==> src/rtl/max3421_spi_seq.sv <==
// MAX3421 register access sequencer: frames a command byte plus one data byte
// with ss_n and hands each byte to an external byte-wide SPI master.
module max3421_spi_seq #(
  parameter int SETUP_CYC   = 2,
  parameter int GAP_CYC     = 4,
  parameter int TIMEOUT_CYC = 1024
) (
  input  logic       clk,
  input  logic       rst_n,
  input  logic       cmd_valid,
  input  logic       cmd_write,
  input  logic [4:0] cmd_reg,
  input  logic [7:0] cmd_wdata,
  input  logic       err_clr,
  output logic       busy,
  output logic       done,
  output logic [7:0] rdata,
  output logic [7:0] status,
  output logic       err_timeout,
  output logic       err_overrun,
  output logic       ss_n,
  output logic       spi_start,
  output logic [7:0] spi_data_in,
  input  logic       spi_busy,
  input  logic       spi_new_data,
  input  logic [7:0] spi_data_out
);

  // state     | meaning
  // IDLE      | ss_n high, waiting for cmd_valid
  // SETUP     | ss_n low, settle time before the command byte
  // CMD_START | issue command byte once the SPI master is idle
  // CMD_WAIT  | wait for the status byte, timeout armed
  // DAT_START | issue data byte once the SPI master is idle
  // DAT_WAIT  | wait for the data byte, timeout armed
  // GAP       | ss_n high, enforced dead time before the next accept
  typedef enum logic [2:0] {
    IDLE, SETUP, CMD_START, CMD_WAIT, DAT_START, DAT_WAIT, GAP
  } state_t;

  localparam int MAX_SG  = (SETUP_CYC > GAP_CYC) ? SETUP_CYC : GAP_CYC;
  localparam int MAX_CYC = (MAX_SG > TIMEOUT_CYC) ? MAX_SG : TIMEOUT_CYC;
  localparam int CW      = $clog2(MAX_CYC + 1);

  localparam logic [CW-1:0] CNT_ONE  = CW'(1);
  localparam logic [CW-1:0] SETUP_LD = CW'(SETUP_CYC);
  localparam logic [CW-1:0] GAP_LD   = CW'(GAP_CYC);
  // Loaded on the spi_start cycle, so the last wait cycle is TIMEOUT_CYC-1 later.
  localparam logic [CW-1:0] TO_LD    = CW'(TIMEOUT_CYC - 1);

  state_t          state_q, state_d;
  logic [CW-1:0]   cnt_q, cnt_d;
  logic            wr_q, wr_d;
  logic [4:0]      reg_q, reg_d;
  logic [7:0]      wdata_q, wdata_d;
  logic            ss_n_q, ss_n_d;
  logic            done_q, done_d;
  logic [7:0]      rdata_q, rdata_d;
  logic [7:0]      status_q, status_d;
  logic [7:0]      sdi_q, sdi_d;
  logic            err_to_q, err_to_d;
  logic            err_ov_q, err_ov_d;
  logic            start_c;
  logic            to_set;
  logic            ov_set;
  logic [7:0]      cmd_byte;
  logic [7:0]      data_byte;

  assign cmd_byte  = {reg_q, 1'b0, wr_q, 1'b0};
  assign data_byte = wr_q ? wdata_q : 8'h00;

  always_ff @(posedge clk or negedge rst_n) begin
    if (!rst_n) begin
      state_q  <= IDLE;
      cnt_q    <= '0;
      wr_q     <= 1'b0;
      reg_q    <= 5'd0;
      wdata_q  <= 8'h00;
      ss_n_q   <= 1'b1;
      done_q   <= 1'b0;
      rdata_q  <= 8'h00;
      status_q <= 8'h00;
      sdi_q    <= 8'h00;
      err_to_q <= 1'b0;
      err_ov_q <= 1'b0;
    end else begin
      state_q  <= state_d;
      cnt_q    <= cnt_d;
      wr_q     <= wr_d;
      reg_q    <= reg_d;
      wdata_q  <= wdata_d;
      ss_n_q   <= ss_n_d;
      done_q   <= done_d;
      rdata_q  <= rdata_d;
      status_q <= status_d;
      sdi_q    <= sdi_d;
      err_to_q <= err_to_d;
      err_ov_q <= err_ov_d;
    end
  end

  always_comb begin
    state_d  = state_q;
    cnt_d    = cnt_q;
    wr_d     = wr_q;
    reg_d    = reg_q;
    wdata_d  = wdata_q;
    ss_n_d   = ss_n_q;
    done_d   = 1'b0;
    rdata_d  = rdata_q;
    status_d = status_q;
    sdi_d    = sdi_q;
    start_c  = 1'b0;
    to_set   = 1'b0;
    ov_set   = cmd_valid && (state_q != IDLE);

    case (state_q)
      IDLE: begin
        if (cmd_valid) begin
          wr_d    = cmd_write;
          reg_d   = cmd_reg;
          wdata_d = cmd_wdata;
          ss_n_d  = 1'b0;
          cnt_d   = SETUP_LD;
          state_d = SETUP;
        end
      end
      SETUP: begin
        if (cnt_q <= CNT_ONE) begin
          sdi_d   = cmd_byte;
          state_d = CMD_START;
        end else begin
          cnt_d = cnt_q - CNT_ONE;
        end
      end
      CMD_START: begin
        if (!spi_busy) begin
          start_c = 1'b1;
          cnt_d   = TO_LD;
          state_d = CMD_WAIT;
        end
      end
      CMD_WAIT: begin
        if (spi_new_data) begin
          status_d = spi_data_out;
          sdi_d    = data_byte;
          state_d  = DAT_START;
        end else if (cnt_q <= CNT_ONE) begin
          to_set  = 1'b1;
          ss_n_d  = 1'b1;
          done_d  = 1'b1;
          cnt_d   = GAP_LD;
          state_d = GAP;
        end else begin
          cnt_d = cnt_q - CNT_ONE;
        end
      end
      DAT_START: begin
        if (!spi_busy) begin
          start_c = 1'b1;
          cnt_d   = TO_LD;
          state_d = DAT_WAIT;
        end
      end
      DAT_WAIT: begin
        if (spi_new_data) begin
          if (!wr_q) begin
            rdata_d = spi_data_out;
          end
          ss_n_d  = 1'b1;
          done_d  = 1'b1;
          cnt_d   = GAP_LD;
          state_d = GAP;
        end else if (cnt_q <= CNT_ONE) begin
          to_set  = 1'b1;
          ss_n_d  = 1'b1;
          done_d  = 1'b1;
          cnt_d   = GAP_LD;
          state_d = GAP;
        end else begin
          cnt_d = cnt_q - CNT_ONE;
        end
      end
      GAP: begin
        if (cnt_q <= CNT_ONE) begin
          cnt_d   = '0;
          state_d = IDLE;
        end else begin
          cnt_d = cnt_q - CNT_ONE;
        end
      end
      default: begin
        ss_n_d  = 1'b1;
        cnt_d   = '0;
        state_d = IDLE;
      end
    endcase

    // A flag being raised wins over a simultaneous clear.
    err_to_d = (err_to_q & ~err_clr) | to_set;
    err_ov_d = (err_ov_q & ~err_clr) | ov_set;
  end

  assign busy        = (state_q != IDLE);
  assign done        = done_q;
  assign rdata       = rdata_q;
  assign status      = status_q;
  assign err_timeout = err_to_q;
  assign err_overrun = err_ov_q;
  assign ss_n        = ss_n_q;
  assign spi_start   = start_c;
  assign spi_data_in = sdi_q;

endmodule

==> config.mk <==
export PLATFORM = sky130hd
export DESIGN_NAME = max3421_spi_seq
export DESIGN_NICKNAME = d
export VERILOG_FILES = /design/src/rtl/max3421_spi_seq.sv
export SDC_FILE = /design/constraint.sdc
export NUM_CORES = 1
export LEC_CHECK = 0
export BUFFER_PORTS_ARGS = -buffer_cell sky130_fd_sc_hd__buf_2
export CAP_MARGIN = 20
export CORE_UTILIZATION = 38
export DETAILED_ROUTE_END_ITERATION = 7
export PLACE_DENSITY = 0.57
export SYNTH_ARGS = -nofsm -noshare
export SYNTH_HDL_FRONTEND = slang
export SYNTH_SLANG_ARGS = --single-unit
==> constraint.sdc <==
create_clock -name clk -period 4.5 [get_ports clk]
set_input_delay 0.675 -clock clk [delete_from_list [all_inputs] [get_ports clk]]
set_output_delay 0.675 -clock clk [all_outputs]
set_load 0.05 [all_outputs]
==> results.md, run 1 <==
- Max transition margin: 0.462
- Synthesized flop and latch total: 56
- Initial DRT Pass Iterations: 4
- Most common cell after layout, fill and taps aside: buf_2
- Post-Syn Area per Cell: 10.4 um^2
- CP endpoint kind: output pin
- Placed instance area: 3100 um^2
- Data arrival, critical path: 2.11 ns
- Initial cell density of the core: 0.401
- Async S/R FF share, synth: 1.00
- Number of setup buffers added after CTS: 0
- Critical setup path kind: register to output pin
- Fillers: 698
- CP max stage cell: dfrtp_1
- Total track usage: 0.172
- DRC violations left: 0
- Max Slew Vio Count: 0
- Vias/cell: 5.14
- Synthesized net count: 297
- FP Rows: 30
- RSZ-0062 raised after global routing: no
- H-tree Lvls: 2
- Post-route cell area: 3190 um^2
- Ant. Diodes: 0
- Peak VDD IR: 0.176 mV
- Fin nets: 347
- Synth-to-layout area growth: 15.3%
- Largest cells by area after synthesis: dfrtp_1 (50%), mux2_2 (13%), nand2_1 (4.2%)
- Ports: 58
- Setup crit start kind: register
- CTS buffer count: 5
- Mapped Cells: 267
- Initial antenna violation count: 0
- Die X: 87.4 um
- Final Hold Fails: 0
- Post-Syn Area: 2770 um^2
- Layout cells sized above 1: 0.336
- Sequential element share of the synthesized area: 0.506
- Die H: 87.4 um
- Status: finished clean
- Die footprint: 7640 um^2
- Commonest non-fill, non-tap cells in the layout: buf_2 (57), dfrtp_1 (55), nand2_1 (31), mux2_2 (31), nor2_1 (21)
- Remaining antenna violation count: 0
- Largest net degree at the start of global routing: 46
- GRT overflow: 0
- Crit-path max FO: 27
- Worst-Margin Slew: 0.805 ns
- Vias: 2,126
- Lkg Pwr: 0.00152 uW
- Post-synth EDFFs: 0
- Cell Pwr Density: 266 nW/um^2
- Primary FF master, synth: dfrtp_1
- Clk pin slew, worst setup/hold paths: 0.11 ns
- Number of global-route vias before repair: 2,100
- I/O Buffers: 57
- Max Clock Freq: 359 MHz
- Fin Setup TNS: 0 ns
- Critical path required time: 3.83 ns
- Fin crit period: 2.79 ns
- Clock Latency Late Sink: 0.32 ns
- Max cap viols: 0
- Core Footprint: 6910 um^2
- Post-cts resize count: 0
- Clock tree buffer depth: 2
- Number of unique standard cell types used by synthesis: 52
- CTS tree: built
- Hold-fix buffers, CTS: 0
- Hold WC Path Type: primary input to asynchronous set/reset pin
- DRT iter0 DRCs: 115
- Setup violators final: 0
- Top-area cell type share of the netlist area: 0.497
- Crit path cell chain: xor2_1 -> nand2_1 -> inv_1 -> buf_2
- CP peak stage delay: 0.88 ns
- Register area: 1400 um^2
- Final Skew: 0.00803 ns
- Routability Congestion: 0.828
- HPWL after detailed placement: 4120 um
- Clock sink total: 56
- Tcrit/Tclk final: 0.619
- Synth warnings: 0
- Area occupied by multi-input gates: 1240 um^2
- Cell taking the most area after synthesis: dfrtp_1
- Drt wl/cell: 14.1 um
- Wire length of the first global-routing pass: 10,100 um
- Root Driver: clkbuf_8
- Wirelength, routed: 5850 um
synth_stat cells, types with 2 or more instances:
cell type / number
nor2_1: 21
o31a_1: 3
nand2_1: 31
nor3_1: 10
buf_2: 4
dfrtp_1: 55
a221o_1: 2
or3_1: 4
ha_1: 2
a21oi_1: 12
o21ai_1: 2
inv_1: 12
clkbuf_1: 4
nand4_1: 4
o21bai_1: 3
buf_1: 2
o211ai_1: 5
nor3_2: 2
buf_4: 2
nand2b_1: 6
buf_6: 2
mux2_2: 31
o21ai_0: 19
metal layers:
layer / global-route usage / part of all wire / up-vias
li1: - / - / 1043
met1: 0.240 / 0.48 / 1033
met2: 0.267 / 0.45 / 45
met3: 0.0483 / 0.057 / 5
met4: 0.0358 / 0.0082 / 0
met5: 0 / 0 / -
flip-flops by register name, summed over array words and instances (netlist names):
name	flops
wr_q	1
reg_q	5
rdata	8
wdata_q	8
err_timeout	1
ss_n	1
err_overrun	1
status	8
cnt_q	11
done	1
spi_data_in	8
state_q	3
worst max-delay path: cells and delay by family, from the launching register on:
family / cells / cell delay (ns)
buffers and inverters: 2 / 0.44
DFF: 1 / 0.88
and+or+nand+nor: 1 / 0.23
xor gates and xnor gates: 1 / 0.24
logic make-up after synthesis:
kind of cell | after synthesis | share of synthesized area
AO/OA/AOI/OAI | 58 | 0.137
XOR/XNOR | 2 | 0.00632
adder cells (fa/ha/maj) | 3 | 0.0131
buffers and inverters | 27 | 0.0470
flip-flops | 56 | 0.506
multiplexers | 32 | 0.131
AND/OR/NAND/NOR | 89 | 0.159
cell type report:
| class | count | area share |
|---|---|---|
| well taps | 96 | 0.0376 |
| clock inverters | 3 | 0.00862 |
| flip-flops and latches | 56 | 0.439 |
| repair buffers | 58 | 0.0917 |
| clock buffers | 5 | 0.0215 |
| inverters | 12 | 0.0141 |
| multi-input cells | 184 | 0.387 |
power breakdown:
part	switching [uW]	internal (uW)	total, uW
Sequential	4.80	510	515
Combinational	22.1	16.4	38.5
Clock	183	115	298
worst paths after layout:
path,startpoint,endpoint,slack [ns],cells past startpoint
setup / recovery,state_q[1]$_DFFE_PN0P_,spi_start,1.71,4
hold / removal,rst_n,state_q[2]$_DFFE_PN0P_,0.23,1
max in group asynchronous,rst_n,ss_n$_DFFE_PN1P_,3.42,2
setup reg to reg,cnt_q[7]$_DFFE_PN0P_,cnt_q[1]$_DFFE_PN0P_,2.04,4
min in group clk,ss_n$_DFFE_PN1P_,ss_n$_DFFE_PN1P_,0.49,2
hold reg to reg,ss_n$_DFFE_PN1P_,ss_n$_DFFE_PN1P_,0.49,2
metrics by stage:
step / instances / hold WS (ns) / util / setup slack [ns] / total power, uW
global route: 414 / 0.230 / 0.463 / 1.57 / 886
detailed placement: 406 / 0.470 / 0.449 / 2.07 / 564
global placement: 406 / 0.458 / 0.449 / 2.10 / 564
floorplan: 267 / 0.379 / - / 2.41 / 537
CTS: 414 / 0.233 / 0.463 / 1.71 / 859
finish: 414 / 0.226 / 0.463 / 1.71 / 851
(Power assumes the default switching activity.)
==> run 2: changes to the inputs <==
- PLACE_DENSITY: 0.57 -> 0.59
- clock period: 4.5 -> 2.2 ns (I/O delays scaled with it)
==> results.md, run 2 (same netlist as run 1, synthesis figures left out) <==
- Initial cell density of the core: 0.401 (unchanged)
- Drt wl/cell: 14.2 um (was 14.1 um)
- HPWL after detailed placement: 4370 um (was 4120 um)
- Ant. Diodes: 0 (unchanged)
- Worst Setup SP: state_q[1]$_DFFE_PN0P_ (unchanged)
- Max Slew Vio Count: 0 (unchanged)
- Fin nets: 360 (was 347)
- Clock tree buffer depth: 2 (unchanged)
- Wirelength, routed: 6070 um (was 5850 um)
- H-tree Lvls: 2 (unchanged)
- Clock Latency Late Sink: 0.31 ns (was 0.32 ns)
- CP endpoint kind: output pin (unchanged)
- Vias/cell: 5.07 (was 5.14)
- DRT iter0 DRCs: 82 (was 115)
- Core Footprint: 6910 um^2 (unchanged)
- Clk pin slew, worst setup/hold paths: 0.11 ns (about the same)
- Die H: 87.4 um (unchanged)
- Final Hold Fails: 5 (was 0)
- Post-cts resize count: 1 (was 0)
- GRT overflow: 0 (unchanged)
- Inst Count DP: 419 (was 406)
- Cell Pwr Density: 552 nW/um^2 (was 266 nW/um^2)
- Final core utilization: 0.481 (was 0.463)
- Final Skew: 0.00804 ns (was 0.00803 ns)
- Die footprint: 7640 um^2 (unchanged)
- Critical path required time: 1.87 ns (was 3.83 ns)
- Fin Hold WS: -0.00480 ns (was 0.226 ns)
- Failing checks: hold timing
- Wire length of the first global-routing pass: 9940 um (was 10,100 um)
- FP Rows: 30 (unchanged)
- Largest net degree at the start of global routing: 35 (was 46)
- Tot Pwr: 1840 uW (was 851 uW)
- Peak VDD IR: 0.345 mV (was 0.176 mV)
- DRC violations left: 0 (unchanged)
- Number of flip-flops in the largest register: 11 (unchanged)
- Worst-Margin Slew: 0.556 ns (was 0.805 ns)
- Number of setup buffers added after CTS: 0 (unchanged)
- Setup crit start kind: register (unchanged)
- Routability Congestion: 0.806 (was 0.828)
- Layout cells sized above 1: 0.366 (was 0.336)
- Remaining antenna violation count: 0 (unchanged)
- Most common cell after layout, fill and taps aside: buf_2 (unchanged)
- Total track usage: 0.167 (was 0.172)
- Clock sink total: 56 (unchanged)
- Fin crit period: 2.07 ns
- Ports: 58 (unchanged)
- Crit-path max FO: 18 (was 27)
- I/O Buffers: 57 (unchanged)
- Number of global-route vias before repair: 2,084 (was 2,100)
- Status: finished with violations (was finished clean)
- Reg-to-Reg Start: cnt_q[1]$_DFFE_PN0P_ (was cnt_q[7]$_DFFE_PN0P_)
- Max cap viols: 0 (unchanged)
- Data arrival, critical path: 1.74 ns (was 2.11 ns)
- Tcrit/Tclk final: 0.942
- Max Clock Freq: 483 MHz
- Root Driver: clkbuf_8 (unchanged)
- CTS buffer count: 5 (unchanged)
- Critical setup path kind: register to output pin (unchanged)
- Lkg Pwr: 0.00159 uW (was 0.00152 uW)
- Final Non-Filler Cells: 427 (was 414)
- Vias: 2,165 (was 2,126)
- Initial DRT Pass Iterations: 4 (unchanged)
- Commonest non-fill, non-tap cells in the layout: buf_2 (56), dfrtp_1 (53), nand2_1 (31), mux2_2 (31), nor2_1 (21) (was buf_2 (57), dfrtp_1 (55), nand2_1 (31), mux2_2 (31), nor2_1 (21))
- Largest Register: cnt_q (unchanged)
- Max transition margin: 0.629 (was 0.462)
- Hold-fix buffers, CTS: 0 (unchanged)
- Setup violators final: 0 (unchanged)
- CTS tree: built (unchanged)
- Initial antenna violation count: 0 (unchanged)
- Synth-to-layout area growth: 20.0% (was 15.3%)
- RSZ-0062 raised after global routing: yes (was no)
- Hold WC Path Type: primary input to asynchronous set/reset pin (unchanged)
- Die X: 87.4 um (unchanged)
## run 2: per-stage QoR
stage | hold WS, ns | instance area, um^2 | setup WS [ns] | setup TNS, ns
after floorplan | 0.0344 | 2770 | 0.112 | 0
after global placement | 0.356 | 3210 | 0.197 | 0
after global routing | 0.0578 | 3320 | -0.00660 | -0.00660
final | -0.00480 | 3320 | 0.128 | 0
after CTS | 0.0236 | 3320 | 0.0829 | 0
after detailed placement | 0.360 | 3210 | 0.170 | 0
## run 2: worst max-delay path: stages, from the launching register on
cell	delay, ns
dfrtp_2	0.55
buf_4	0.21
xor2_1	0.21
nand2_1	0.11
inv_1	0.12
clkbuf_4	0.24
## run 2: worst paths after layout
kind,to,slack [ns],cells after the start
max,spi_start,0.13,5
min,cnt_q[2]$_DFFE_PN0P_,-0.005,1
max reg2reg,cnt_q[6]$_DFFE_PN0P_,0.21,8
min reg2reg,spi_data_in[4]$_DFFE_PN0P_,0.48,2
max in group asynchronous,ss_n$_DFFE_PN1P_,1.56,2
min in group clk,err_timeout$_DFF_PN0_,0.23,2
## run 2: layout make-up
| type | instances | area [um^2] |
|---|---|---|
| clock inverter | 2 | 38.8 |
| inverter | 12 | 45.0 |
| tap | 96 | 120 |
| fill | 705 | 3580 |
| timing repair buffer | 71 | 405 |
| multi-input combinational | 184 | 1240 |
| sequential | 56 | 1410 |
| clock buffer | 6 | 72.6 |
## run 2: report_power, final
part / switching [uW] / leakage (uW) / total [uW] / internal (uW)
logic: 47.5 / 0.000849 / 83.6 / 36.1
clock network: 355 / 0.0000558 / 700 / 345
registers: 9.63 / 0.000686 / 1050 / 1040
## run 2: metal layers
metal / GRT usage / up-vias / wire length [um]
met5: 0 / - / 0
met4: 0.0313 / 0 / 41
met3: 0.0436 / 4 / 291
met2: 0.259 / 45 / 2810
met1: 0.236 / 1047 / 2930
li1: - / 1069 / -
==> run 3: changes to the inputs <==
- PLACE_DENSITY: 0.59 -> default
- clock period: 2.2 -> 2.4 ns (I/O delays scaled with it)
==> results.md, run 3 (same netlist as run 1, synthesis figures left out) <==
- Status: finished clean (was finished with violations)
- Register area: 1400 um^2 (was 1410 um^2)
- DRC violations left: 0 (unchanged)
- Die X: 87.4 um (unchanged)
- Fillers: 688 (was 705)
- Commonest non-fill, non-tap cells in the layout: buf_2 (57), dfrtp_1 (55), nand2_1 (31), mux2_2 (31), nor2_1 (21) (was buf_2 (56), dfrtp_1 (53), nand2_1 (31), mux2_2 (31), nor2_1 (21))
- Wire length of the first global-routing pass: 10,200 um (was 9940 um)
- Die H: 87.4 um (unchanged)
- DRT iter0 DRCs: 213 (was 82)
- Data arrival, critical path: 1.82 ns (was 1.74 ns)
- CP endpoint kind: output pin (unchanged)
- Net Sw Power: 353 uW (was 412 uW)
- Number of global-route vias before repair: 2,189 (was 2,084)
- CTS tree: built (unchanged)
- Max Clock Freq: 458 MHz
- Routability Congestion: 0.809 (was 0.806)
- Tot Pwr: 1750 uW (was 1840 uW)
- HPWL after detailed placement: 4310 um (was 4370 um)
- Max cap viols: 0 (unchanged)
- Fin crit period: 2.18 ns
- Reg-to-Reg Start: state_q[2]$_DFFE_PN0P_ (was cnt_q[1]$_DFFE_PN0P_)
- Clock tree buffer depth: 2 (unchanged)
- Largest net degree at the start of global routing: 37 (was 35)
- GRT overflow: 0 (unchanged)
- Critical path required time: 2.04 ns (was 1.87 ns)
- Ports: 58 (unchanged)
- Crit-path max FO: 21 (was 18)
- Peak VDD IR: 0.282 mV (was 0.345 mV)
- Max Slew Vio Count: 0 (unchanged)
- Logic gate share of total power: 0.042 (was 0.046)
- Wirelength, routed: 6080 um (was 6070 um)
- Hold WC Path Type: primary input to asynchronous set/reset pin (unchanged)
- Vias: 2,184 (was 2,165)
- Initial cell density of the core: 0.401 (unchanged)
- Cell Pwr Density: 529 nW/um^2 (was 552 nW/um^2)
- Tcrit/Tclk final: 0.909
- H-tree Lvls: 2 (unchanged)
- CTS buffer count: 5 (unchanged)
- Total track usage: 0.172 (was 0.167)
- Initial antenna violation count: 0 (unchanged)
- Post-route cell area: 3310 um^2 (was 3320 um^2)
- P_int: 1400 uW (was 1420 uW)
- Clock Latency Late Sink: 0.30 ns (was 0.31 ns)
- Final Skew: 0.00715 ns (was 0.00804 ns)
- Sw frac: 0.202 (was 0.224)
- Fin nets: 358 (was 360)
- Setup crit start kind: register (unchanged)
- Die footprint: 7640 um^2 (unchanged)
- Vias/cell: 5.15 (was 5.07)
- Synth-to-layout area growth: 19.5% (was 20.0%)
- Number of setup buffers added after CTS: 0 (unchanged)
- Clk pin slew, worst setup/hold paths: 0.10 ns (was 0.11 ns)
- Layout cells sized above 1: 0.357 (was 0.366)
- Drt wl/cell: 14.3 um (was 14.2 um)
- Largest Register: cnt_q (unchanged)
- I/O Buffers: 57 (unchanged)
- Remaining antenna violation count: 0 (unchanged)
- Root Driver: clkbuf_8 (unchanged)
- Worst Setup SP: state_q[2]$_DFFE_PN0P_ (was state_q[1]$_DFFE_PN0P_)
- FP Rows: 30 (unchanged)
- Setup violators final: 0 (unchanged)
- Max transition margin: 0.452 (was 0.629)
- Fin Hold WS: 0.142 ns (was -0.00480 ns)
- Number of flip-flops in the largest register: 11 (unchanged)
- Worst-Margin Slew: 0.822 ns (was 0.556 ns)
- Core Footprint: 6910 um^2 (unchanged)
- Fin Setup TNS: 0 ns (unchanged)
- Initial DRT Pass Iterations: 4 (unchanged)
- Final Hold Fails: 0 (was 5)
- Critical setup path kind: register to output pin (unchanged)
- Ant. Diodes: 0 (unchanged)
- RSZ-0062 raised after global routing: no (was yes)
- Seq pwr share: 0.551 (was 0.573)
- Most common cell after layout, fill and taps aside: buf_2 (unchanged)
- Clock sink total: 56 (unchanged)
- Lkg Pwr: 0.00159 uW (about the same)
- Area occupied by multi-input gates: 1240 um^2 (unchanged)
- Final core utilization: 0.479 (was 0.481)
- Placed instance area: 3180 um^2 (was 3210 um^2)
- Hold-fix buffers, CTS: 0 (unchanged)
- Clock power frac: 0.407 (was 0.381)
- Post-cts resize count: 0 (was 1)
run 3: worst paths after layout:
path,to,slack (ns),cells past startpoint
setup reg to reg,cnt_q[6]$_DFFE_PN0P_,0.29,5
setup / recovery,spi_start,0.22,4
hold reg to reg,spi_data_in[1]$_DFFE_PN0P_,0.49,2
hold / removal,err_overrun$_DFF_PN0_,0.14,1
min in group clk,err_timeout$_DFF_PN0_,0.23,2
max in group asynchronous,status[7]$_DFFE_PN0P_,1.57,2
run 3: per-layer routing:
metal,share of wire,track usage
met1,0.47,0.230
met2,0.49,0.279
met3,0.030,0.0313
met4,0.012,0.0626
met5,0,0
run 3: final cells by class:
| type | count | area share |
|---|---|---|
| Sequential cell | 56 | 0.424 |
| Multi-Input combinational cell | 184 | 0.374 |
| Timing Repair Buffer | 69 | 0.113 |
| Tap cell | 96 | 0.0363 |
| Clock buffer | 5 | 0.0208 |
| Clock inverter | 2 | 0.0181 |
| Inverter | 12 | 0.0136 |
run 3: power by group through the flow:
| stage | registers (uW) | logic, uW | clock network [uW] |
|---|---|---|---|
| after floorplan | 983 | 23.6 | 0 |
| after global placement | 983 | 75.9 | 0 |
| after detailed placement | 984 | 76.6 | 0 |
| after CTS | 965 | 77.0 | 741 |
| after global routing | 968 | 84.4 | 770 |
| final | 965 | 73.8 | 713 |
run 3: critical path, cell delays in order, from the launching register on:
cell	delay, ns
dfrtp_1	0.72
xor2_1	0.25
nand2_1	0.15
inv_1	0.12
buf_2	0.27
run 3: through the flow:
stage,setup WS [ns],std cells
floorplan,0.312,267
global placement,0.336,417
detailed placement,0.295,417
CTS,0.241,424
global route,0.112,424
finish,0.218,424
